`src/rtl/sync_fifo_pkg.sv`:
```
// Shared helpers for the sync_fifo_param FIFO: width math and pointer wrap.
package sync_fifo_pkg;

    localparam int unsigned PTR_MAX_W = 32;

    typedef logic [PTR_MAX_W-1:0] fifo_ptr_t;

    // Ceiling log2; clog2(1) = 0.
    function automatic int unsigned clog2(input int unsigned value);
        int unsigned res;
        longint unsigned pow;
        res = 0;
        pow = 1;
        while (pow < longint'(value)) begin
            pow = pow << 1;
            res++;
        end
        return res;
    endfunction

    // Occupancy counter width: must hold 0..DEPTH inclusive.
    function automatic int unsigned calc_cw(input int unsigned depth);
        return clog2(depth + 1);
    endfunction

    // Pointer width, never below one bit.
    function automatic int unsigned calc_aw(input int unsigned depth);
        return (clog2(depth) < 1) ? 1 : clog2(depth);
    endfunction

    // Explicit wrap after DEPTH-1 so non-power-of-two depths work.
    function automatic fifo_ptr_t next_ptr(input fifo_ptr_t ptr, input int unsigned depth);
        return (ptr == fifo_ptr_t'(depth - 1)) ? '0 : ptr + fifo_ptr_t'(1);
    endfunction

endpackage

```
`src/rtl/sync_fifo_ram.sv`:
```
// Storage for sync_fifo_param: DATA_W x DEPTH register array, one write
// port and a registered read port that holds its value when not reading.
module sync_fifo_ram
    import sync_fifo_pkg::*;
#(
    parameter int unsigned DATA_W = 8,
    parameter int unsigned DEPTH  = 4,
    parameter int unsigned AW     = calc_aw(DEPTH)
) (
    input  logic              clk,
    input  logic              rst_n,
    input  logic              wr_en,
    input  logic [AW-1:0]     wr_addr,
    input  logic [DATA_W-1:0] wr_data,
    input  logic              rd_en,
    input  logic [AW-1:0]     rd_addr,
    output logic [DATA_W-1:0] rd_data
);

    logic [DATA_W-1:0] mem [DEPTH];

    // Storage write; contents are intentionally not reset.
    always_ff @(posedge clk) begin
        if (wr_en) begin
            mem[wr_addr] <= wr_data;
        end
    end

    // Registered read; a same-slot write in the same cycle is seen next time.
    always_ff @(posedge clk or negedge rst_n) begin
        if (!rst_n) begin
            rd_data <= '0;
        end else if (rd_en) begin
            rd_data <= mem[rd_addr];
        end
    end

endmodule

```
`src/rtl/sync_fifo_param.sv`:
```
// Parametrised single-clock circular-buffer FIFO with occupancy count and
// almost-full/almost-empty flags. Optional sticky error flags are built when
// SYNC_FIFO_ERR_STICKY_EN is defined (adds err_clr, overflow_err, underflow_err).
module sync_fifo_param
    import sync_fifo_pkg::*;
#(
    parameter  int unsigned DATA_W   = 8,
    parameter  int unsigned DEPTH    = 4,
    parameter  int unsigned AF_LEVEL = DEPTH - 1,
    parameter  int unsigned AE_LEVEL = 1,
    localparam int unsigned CW       = calc_cw(DEPTH),
    localparam int unsigned AW       = calc_aw(DEPTH)
) (
    input  logic              clk,
    input  logic              rst_n,
    input  logic              write_req,
    input  logic [DATA_W-1:0] write_data,
    input  logic              read_req,
    output logic [DATA_W-1:0] read_data,
    output logic              read_valid,
    output logic              full_sig,
    output logic              empty_sig,
    output logic              almost_full,
    output logic              almost_empty,
    output logic [CW-1:0]     count
`ifdef SYNC_FIFO_ERR_STICKY_EN
    ,
    input  logic              err_clr,
    output logic              overflow_err,
    output logic              underflow_err
`endif
);

    typedef logic [AW-1:0] ptr_t;

    ptr_t wr_ptr;
    ptr_t rd_ptr;
    logic wr_acc;
    logic rd_acc;

    // Flags come from the count register only; accepts combine them with requests.
    always_comb begin
        full_sig     = (count == CW'(DEPTH));
        empty_sig    = (count == '0);
        almost_full  = (count >= CW'(AF_LEVEL));
        almost_empty = (count <= CW'(AE_LEVEL));
        wr_acc       = write_req && (!full_sig || read_req);
        rd_acc       = read_req && !empty_sig;
    end

    // Pointers, occupancy and read_valid; simultaneous accept leaves count unchanged.
    always_ff @(posedge clk or negedge rst_n) begin
        if (!rst_n) begin
            wr_ptr     <= '0;
            rd_ptr     <= '0;
            count      <= '0;
            read_valid <= 1'b0;
        end else begin
            read_valid <= rd_acc;
            if (wr_acc) begin
                wr_ptr <= AW'(next_ptr(fifo_ptr_t'(wr_ptr), DEPTH));
            end
            if (rd_acc) begin
                rd_ptr <= AW'(next_ptr(fifo_ptr_t'(rd_ptr), DEPTH));
            end
            case ({wr_acc, rd_acc})
                2'b10:   count <= count + CW'(1);
                2'b01:   count <= count - CW'(1);
                default: count <= count;
            endcase
        end
    end

    sync_fifo_ram #(
        .DATA_W (DATA_W),
        .DEPTH  (DEPTH),
        .AW     (AW)
    ) u_ram (
        .clk     (clk),
        .rst_n   (rst_n),
        .wr_en   (wr_acc),
        .wr_addr (wr_ptr),
        .wr_data (write_data),
        .rd_en   (rd_acc),
        .rd_addr (rd_ptr),
        .rd_data (read_data)
    );

`ifdef SYNC_FIFO_ERR_STICKY_EN
    // Sticky error flags; a new error in the clear cycle keeps the flag set.
    always_ff @(posedge clk or negedge rst_n) begin
        if (!rst_n) begin
            overflow_err  <= 1'b0;
            underflow_err <= 1'b0;
        end else begin
            if (write_req && full_sig && !read_req) begin
                overflow_err <= 1'b1;
            end else if (err_clr) begin
                overflow_err <= 1'b0;
            end
            if (read_req && empty_sig) begin
                underflow_err <= 1'b1;
            end else if (err_clr) begin
                underflow_err <= 1'b0;
            end
        end
    end
`endif

endmodule

```
`config.mk`:
```
export PLATFORM = sky130hd
export DESIGN_NAME = sync_fifo_param
export DESIGN_NICKNAME = d
export VERILOG_FILES = /design/src/rtl/sync_fifo_pkg.sv /design/src/rtl/sync_fifo_ram.sv /design/src/rtl/sync_fifo_param.sv
export SDC_FILE = /design/constraint.sdc
export NUM_CORES = 1
export LEC_CHECK = 0
export ABC_CLOCK_PERIOD_IN_PS = 2200
export BUFFER_PORTS_ARGS = -buffer_cell sky130_fd_sc_hd__buf_2
export CAP_MARGIN = 5
export CORE_ASPECT_RATIO = 1.4
export CORE_MARGIN = 5
export CORE_UTILIZATION = 56
export CTS_CLUSTER_DIAMETER = 100
export DETAILED_ROUTE_END_ITERATION = 12
export GPL_ROUTABILITY_DRIVEN = 1
export PLACE_DENSITY = 0.9
export SETUP_SLACK_MARGIN = 0.4
export SKIP_CTS_REPAIR_TIMING = 1
export SYNTH_ARGS = -nofsm -noshare
export SYNTH_HDL_FRONTEND = slang
export SYNTH_HIERARCHICAL = 1
export SYNTH_SLANG_ARGS = --single-unit
```
`constraint.sdc`:
```
create_clock -name clk -period 2.2 [get_ports clk]
set_input_delay 0.33 -clock clk [delete_from_list [all_inputs] [get_ports clk]]
set_output_delay 0.33 -clock clk [all_outputs]
set_load 0.01 [all_outputs]
```
==> results.toml, run 1 <==
[cells_and_area]
num-nets-final = 190
area_delta_synth_final_pct = 22.0
drive_gt1_share_pct = 39.2
diodes = 0

[setup_path]
worst-path-stages = 6
path_max_fanout = 4
worst_path_most_repeated_cell = "ha_4"
path_delay_family = "flip-flops"
path_class = "reg -> out"
r2r-end = "u_ram/rd_data[3]"
critical-path-max-stage-delay_ps = 450
startpoint_type = "flip-flop"
worst-path-buf-inv = 2
arrival_ps = 1490
rr_startpoint = "count[0]"
slowest_stage = "dfrtp_2"
reg2reg_slack_ps = 420
reg2reg_depth = 8
worst_setup_path_end_kind = "output port"
crit_chain = "buf_6 -> ha_4 -> ha_4 -> nor2_1 -> o21ai_1 -> buf_2"
worstPathRequired_ps = 1870

[sta]
slew-limit-headroom_pct = 66.9
tightest_slew_ps = 496
setup_viol = 0
period_share_pct = 82.8
clock.fmax_mhz = 549
finalWorstSetupSlack_ps = 379
skew_ps = 8.48
hold_violations = 0
finalCriticalPeriod_ps = 1820
tns_ps = 0
rsz0062_at_grt = "true"
finalMaxSlewViolations = 0

[route]
route.vias.total = 1199
drc_errors = 0
ant_nets = 0
wl_um = 3900
vias_per_cell = 5.68
dr.pass1.iters = 4
routedWlPerCell_um = 18.5
initialDrtViolationCount = 50

[yosys]
syn_area_um2 = 2020
synthDistinctLibCells = 25
synth-xor-area-share_pct = 0.867
yosysSeqAreaShare_pct = 67.4
synth_compound_area_share_pct = 5.88
synthMuxAreaShare_pct = 10.9
synth-async-reset-ratio_pct = 33.3
netlist_instances = 127
syn_avg_cell_area_um2 = 15.9
yosysWarnings = 6
synthAdderAreaFrac_pct = 4.95
synth_seq_cells = 48
synthSimpleGateAreaFrac_pct = 7.00
synth_edf_count = 32
syn_nets = 147
synth_top_family_by_area = "multiplexers"
synthFlopType = "edfxtp_1"

[clocking]
numCtsBuffers = 5
clk_pin_slew_ps = 80
cts.sinks = 48
insertion_delay_ps = 290
cts_root_buffer = "clkbuf_8"
tritoncts = "built"
htreeDepth = 2
cts.path.max_buffers = 2

[min_path]
min_to = "u_ram/mem[0][2]"
min_path_cells = 1
hp-class = "in -> reg"
min-delay-start = "write_data[2]"

[global_route]
grt_usage_pct = 15.8
grt_max_degree = 17
antenna_found_initial = 0
grt-ovfl-total = 0
grt_pass1_wl_um = 5540
grt_pass1_vias = 1188

[die]
core_area_um2 = 3440
ios = 28
dieArea_um2 = 4930
core.rowCount = 25
die_h_um = 81.1
initial_utilization_pct = 58.7
die_w_um = 60.8

[placed_design]
io_buffer_count = 27
dp_hpwl_um = 2550
gp_congestion = 0.813
pre_cts_slack_ps = 152

[power]
p_per_area_nw_per_um2 = 1350
p_leak_nw = 1.02
ir_drop_v = 0.00105
total_power_mw = 3.33

[run_status]
run_status = "completed"

[run]
drv_cap = 0
final cells by class:
type	count	area, um2
Multi-Input combinational cell	69	683
Sequential cell	48	1360
Clock inverter	1	3.75
Tap cell	40	50.0
Clock buffer	7	76.3
Timing Repair Buffer	39	256
Inverter	7	32.5
Fill cell	228	975
cells in the mapped netlist (2+ instances only):
library cell  count  area share [%]
edfxtp_1         32              48
dfrtp_1          16              20
mux2i_1          16             7.9
nand2b_1          9             2.8
ha_1              8             5.0
o221ai_1          8             3.5
inv_1             7             1.3
nor2_1            6             1.1
mux2_4            4             3.0
nand2_1           3            0.56
a21oi_1           2            0.50
o21ai_0           2            0.50
xnor2_1           2            0.87
per-stage QoR:
step | area (um2) | hold slack, ps | utilization [%] | cells
after CTS | 2280 | -34.0 | 66.3 | 200
after global placement | 2200 | 271 | 64.0 | 192
after floorplan | 2040 | 34.4 | - | 127
after global routing | 2470 | 245 | 71.7 | 211
after detailed placement | 2200 | 278 | 64.0 | 192
final | 2470 | 263 | 71.7 | 211
sequential cells by signal (all words and copies together) (netlist names):
signal	flops
u_ram/mem	32
rd_ptr	2
u_ram/rd_data	8
read_valid	1
count	3
wr_ptr	2
cells by family (layout without fill, tap and decap cells):
| logic type | after synthesis | count (layout) |
|---|---|---|
| mux | 20 | 20 |
| fa+ha+maj | 8 | 8 |
| buf+inv | 10 | 54 |
| flops | 48 | 48 |
| xor+xnor | 2 | 2 |
| simple gates | 24 | 24 |
| compound gates | 15 | 15 |
worst max path at each step:
stage                     startpoint               end  slack, ps
after floorplan             count[0]   u_ram/mem[2][0]        440
after global placement      count[0]  u_ram/rd_data[4]        260
after detailed placement    count[0]  u_ram/rd_data[4]        150
after CTS                   count[0]  u_ram/rd_data[4]        130
after global routing        count[0]       almost_full        310
final                       count[0]       almost_full        380
cell usage in the layout, fill, tap and decap left out, drive strengths merged:
cell         synthesis  routed
a31oi                1       1
edfxtp              32      32
xnor2                2       2
and3b                1       1
mux2                 4       4
nor2b                1       1
clkinv               0       1
nand2                4       4
nand2b              10      10
and3                 1       1
o22ai                1       1
o21ai                3       3
nor2                 6       6
clkbuf               0       7
a21oi                2       2
ha                   8       8
nor3b                1       1
buf                  3      38
mux2i               16      16
dlygate4sd3          0       1
o221ai               8       8
dfrtp               16      16
inv                  7       6
clkinvlp             0       1
report_power, final:
group	switching (mW)	internal, mW	total, mW
Sequential	0.205	1.24	1.45
Combinational	0.701	0.713	1.41
Clock	0.243	0.221	0.464
worst register-to-register path, cell delays in order, from the launching register on:
cell        delay, ps
dfrtp_2           450
inv_4              90
ha_4              140
nor2b_4           150
nand2b_4          150
clkinvlp_4        140
buf_12            160
nand2_2           180
o221ai_1          180
layer usage:
layer	track usage (%)	wire length (um)
met4	9.54	155
met5	0	0
met2	26.4	2060
met3	4.61	149
met1	17.2	1530
Note: power is estimated with default switching activity, not from simulation.
==> run 2: changes to the inputs <==
- ABC_CLOCK_PERIOD_IN_PS: 2200 -> 1850
- clock period: 2.2 -> 1.85 ns (I/O delays scaled with it)
==> results.toml, run 2 (synthesis results as in run 1) <==
[cells_and_area]
top_regs = "u_ram/mem (32), u_ram/rd_data (8), count (3)"
largest_reg_flops = 32
num-nets-final = 197
area_delta_synth_final_pct = 24.9
diodes = 0
final_common_cell = "edfxtp_1"
drive_gt1_share_pct = 44.9
final_cell_mix = "edfxtp_1, buf_2, mux2i_1, dfrtp_1, buf_4"
finalNonFillerCells = 218
regMostFlops = "u_ram/mem"

[clocking]
insertion_delay_ps = 300
numCtsBuffers = 5
clk_pin_slew_ps = 80
cts.sinks = 48
cts.path.max_buffers = 2
cts_root_buffer = "clkbuf_8"
tritoncts = "built"
htreeDepth = 2

[placed_design]
gp_congestion = 0.759
pre_cts_slack_ps = 8.73
io_buffer_count = 27
dp_hpwl_um = 2660
placed_cells_incl_taps = 195

[sta]
clock.fmax_mhz = 548
rsz0062_at_grt = "true"
setup_viol = 0
hold_violations = 0
period_share_pct = 98.6
slew-limit-headroom_pct = 73.0
skew_ps = 7.56
finalCriticalPeriod_ps = 1820
tightest_slew_ps = 405
finalMaxSlewViolations = 0
finalWorstSetupSlack_ps = 26.4

[route]
initialDrtViolationCount = 52
routedWlPerCell_um = 19.3
dr.pass1.iters = 4
drc_errors = 0
vias_per_cell = 5.73
ant_nets = 0
route.vias.total = 1250
wl_um = 4210

[die]
dieArea_um2 = 4930
ios = 28
die_h_um = 81.1
core.rowCount = 25
core_area_um2 = 3440
initial_utilization_pct = 58.7
die_w_um = 60.8

[power]
ir_drop_v = 0.00127
p_leak_nw = 1.05
power_frac_comb_pct = 45.2
power_switching_mw = 1.47
swShare_pct = 35.3
pwr-share-seq_pct = 41.0
p_per_area_nw_per_um2 = 1650
p_clk_share_pct = 13.8
power.internal_mw = 2.69

[setup_path]
worstPathRequired_ps = 2060
arrival_ps = 2040
path_max_fanout = 7
path_class = "reg -> reg"
startpoint_type = "flip-flop"
worst_setup_path_end_kind = "flip-flop"

[run_status]
run_status = "completed"

[global_route]
grt-ovfl-total = 0
grt_usage_pct = 17.4
grt_pass1_vias = 1247
grt_max_degree = 17
antenna_found_initial = 0
grt_pass1_wl_um = 6000

[min_path]
hp-class = "in -> reg"

[run]
drv_cap = 0
run 2: per-stage QoR:
| stage | total power [mW] | TNS [ps] | util, % | instance area (um2) | hold slack (ps) |
|---|---|---|---|---|---|
| final | 4.16 | 0 | 73.3 | 2520 | 190 |
| after global routing | 4.40 | -353 | 73.3 | 2520 | 187 |
| after CTS | 3.80 | -26.2 | 68.2 | 2350 | -100 |
| after detailed placement | 3.23 | 0 | 65.9 | 2270 | 226 |
| after global placement | 3.10 | 0 | 65.9 | 2270 | 206 |
| after floorplan | 2.78 | 0 | - | 2090 | -18.1 |
run 2: layout make-up:
cell class	count	area (um2)
sequential	48	1360
fill	210	917
multi-input combinational	69	694
timing repair buffer	46	304
clock buffer	7	76.3
tap	40	50.0
inverter	7	32.5
clock inverter	1	3.75
run 2: worst max-delay path: stages (launching register included):
cell,delay (ps)
dfrtp_1,420
inv_2,110
ha_4,140
nor2b_4,140
nand2b_4,150
clkinvlp_4,180
ha_4,250
nor2_4,110
a31oi_2,50
o22ai_1,180
run 2: worst paths after layout:
kind | slack [ps] | end | cells past startpoint | from
setup / recovery | 30 | count[2] | 9 | count[1]
hold / removal | 190 | u_ram/mem[0][5] | 1 | write_data[5]
setup reg to reg | 30 | count[2] | 9 | count[1]
hold reg to reg | 510 | u_ram/rd_data[6] | 2 | u_ram/rd_data[6]
max in group asynchronous | 1110 | count[0] | 2 | rst_n
min in group asynchronous | 430 | u_ram/rd_data[1] | 2 | rst_n
run 2: power groups by stage:
stage          Combinational, mW  Clock [mW]  Sequential [mW]
6_report                    1.88       0.574             1.70
5_1_grt                     2.03       0.637             1.73
4_1_cts                     1.53       0.585             1.69
3_5_place_dp                1.52           0             1.71
3_3_place_gp                1.41           0             1.69
2_1_floorplan               1.04           0             1.73
run 2: routing by layer:
layer | vias to the layer above | track usage [%] | part of all wire [%]
met5 | - | 0 | 0
met4 | 0 | 8.46 | 2.9
met3 | 15 | 4.77 | 7.0
met2 | 52 | 30.2 | 55
met1 | 613 | 19.1 | 35
li1 | 570 | - | -
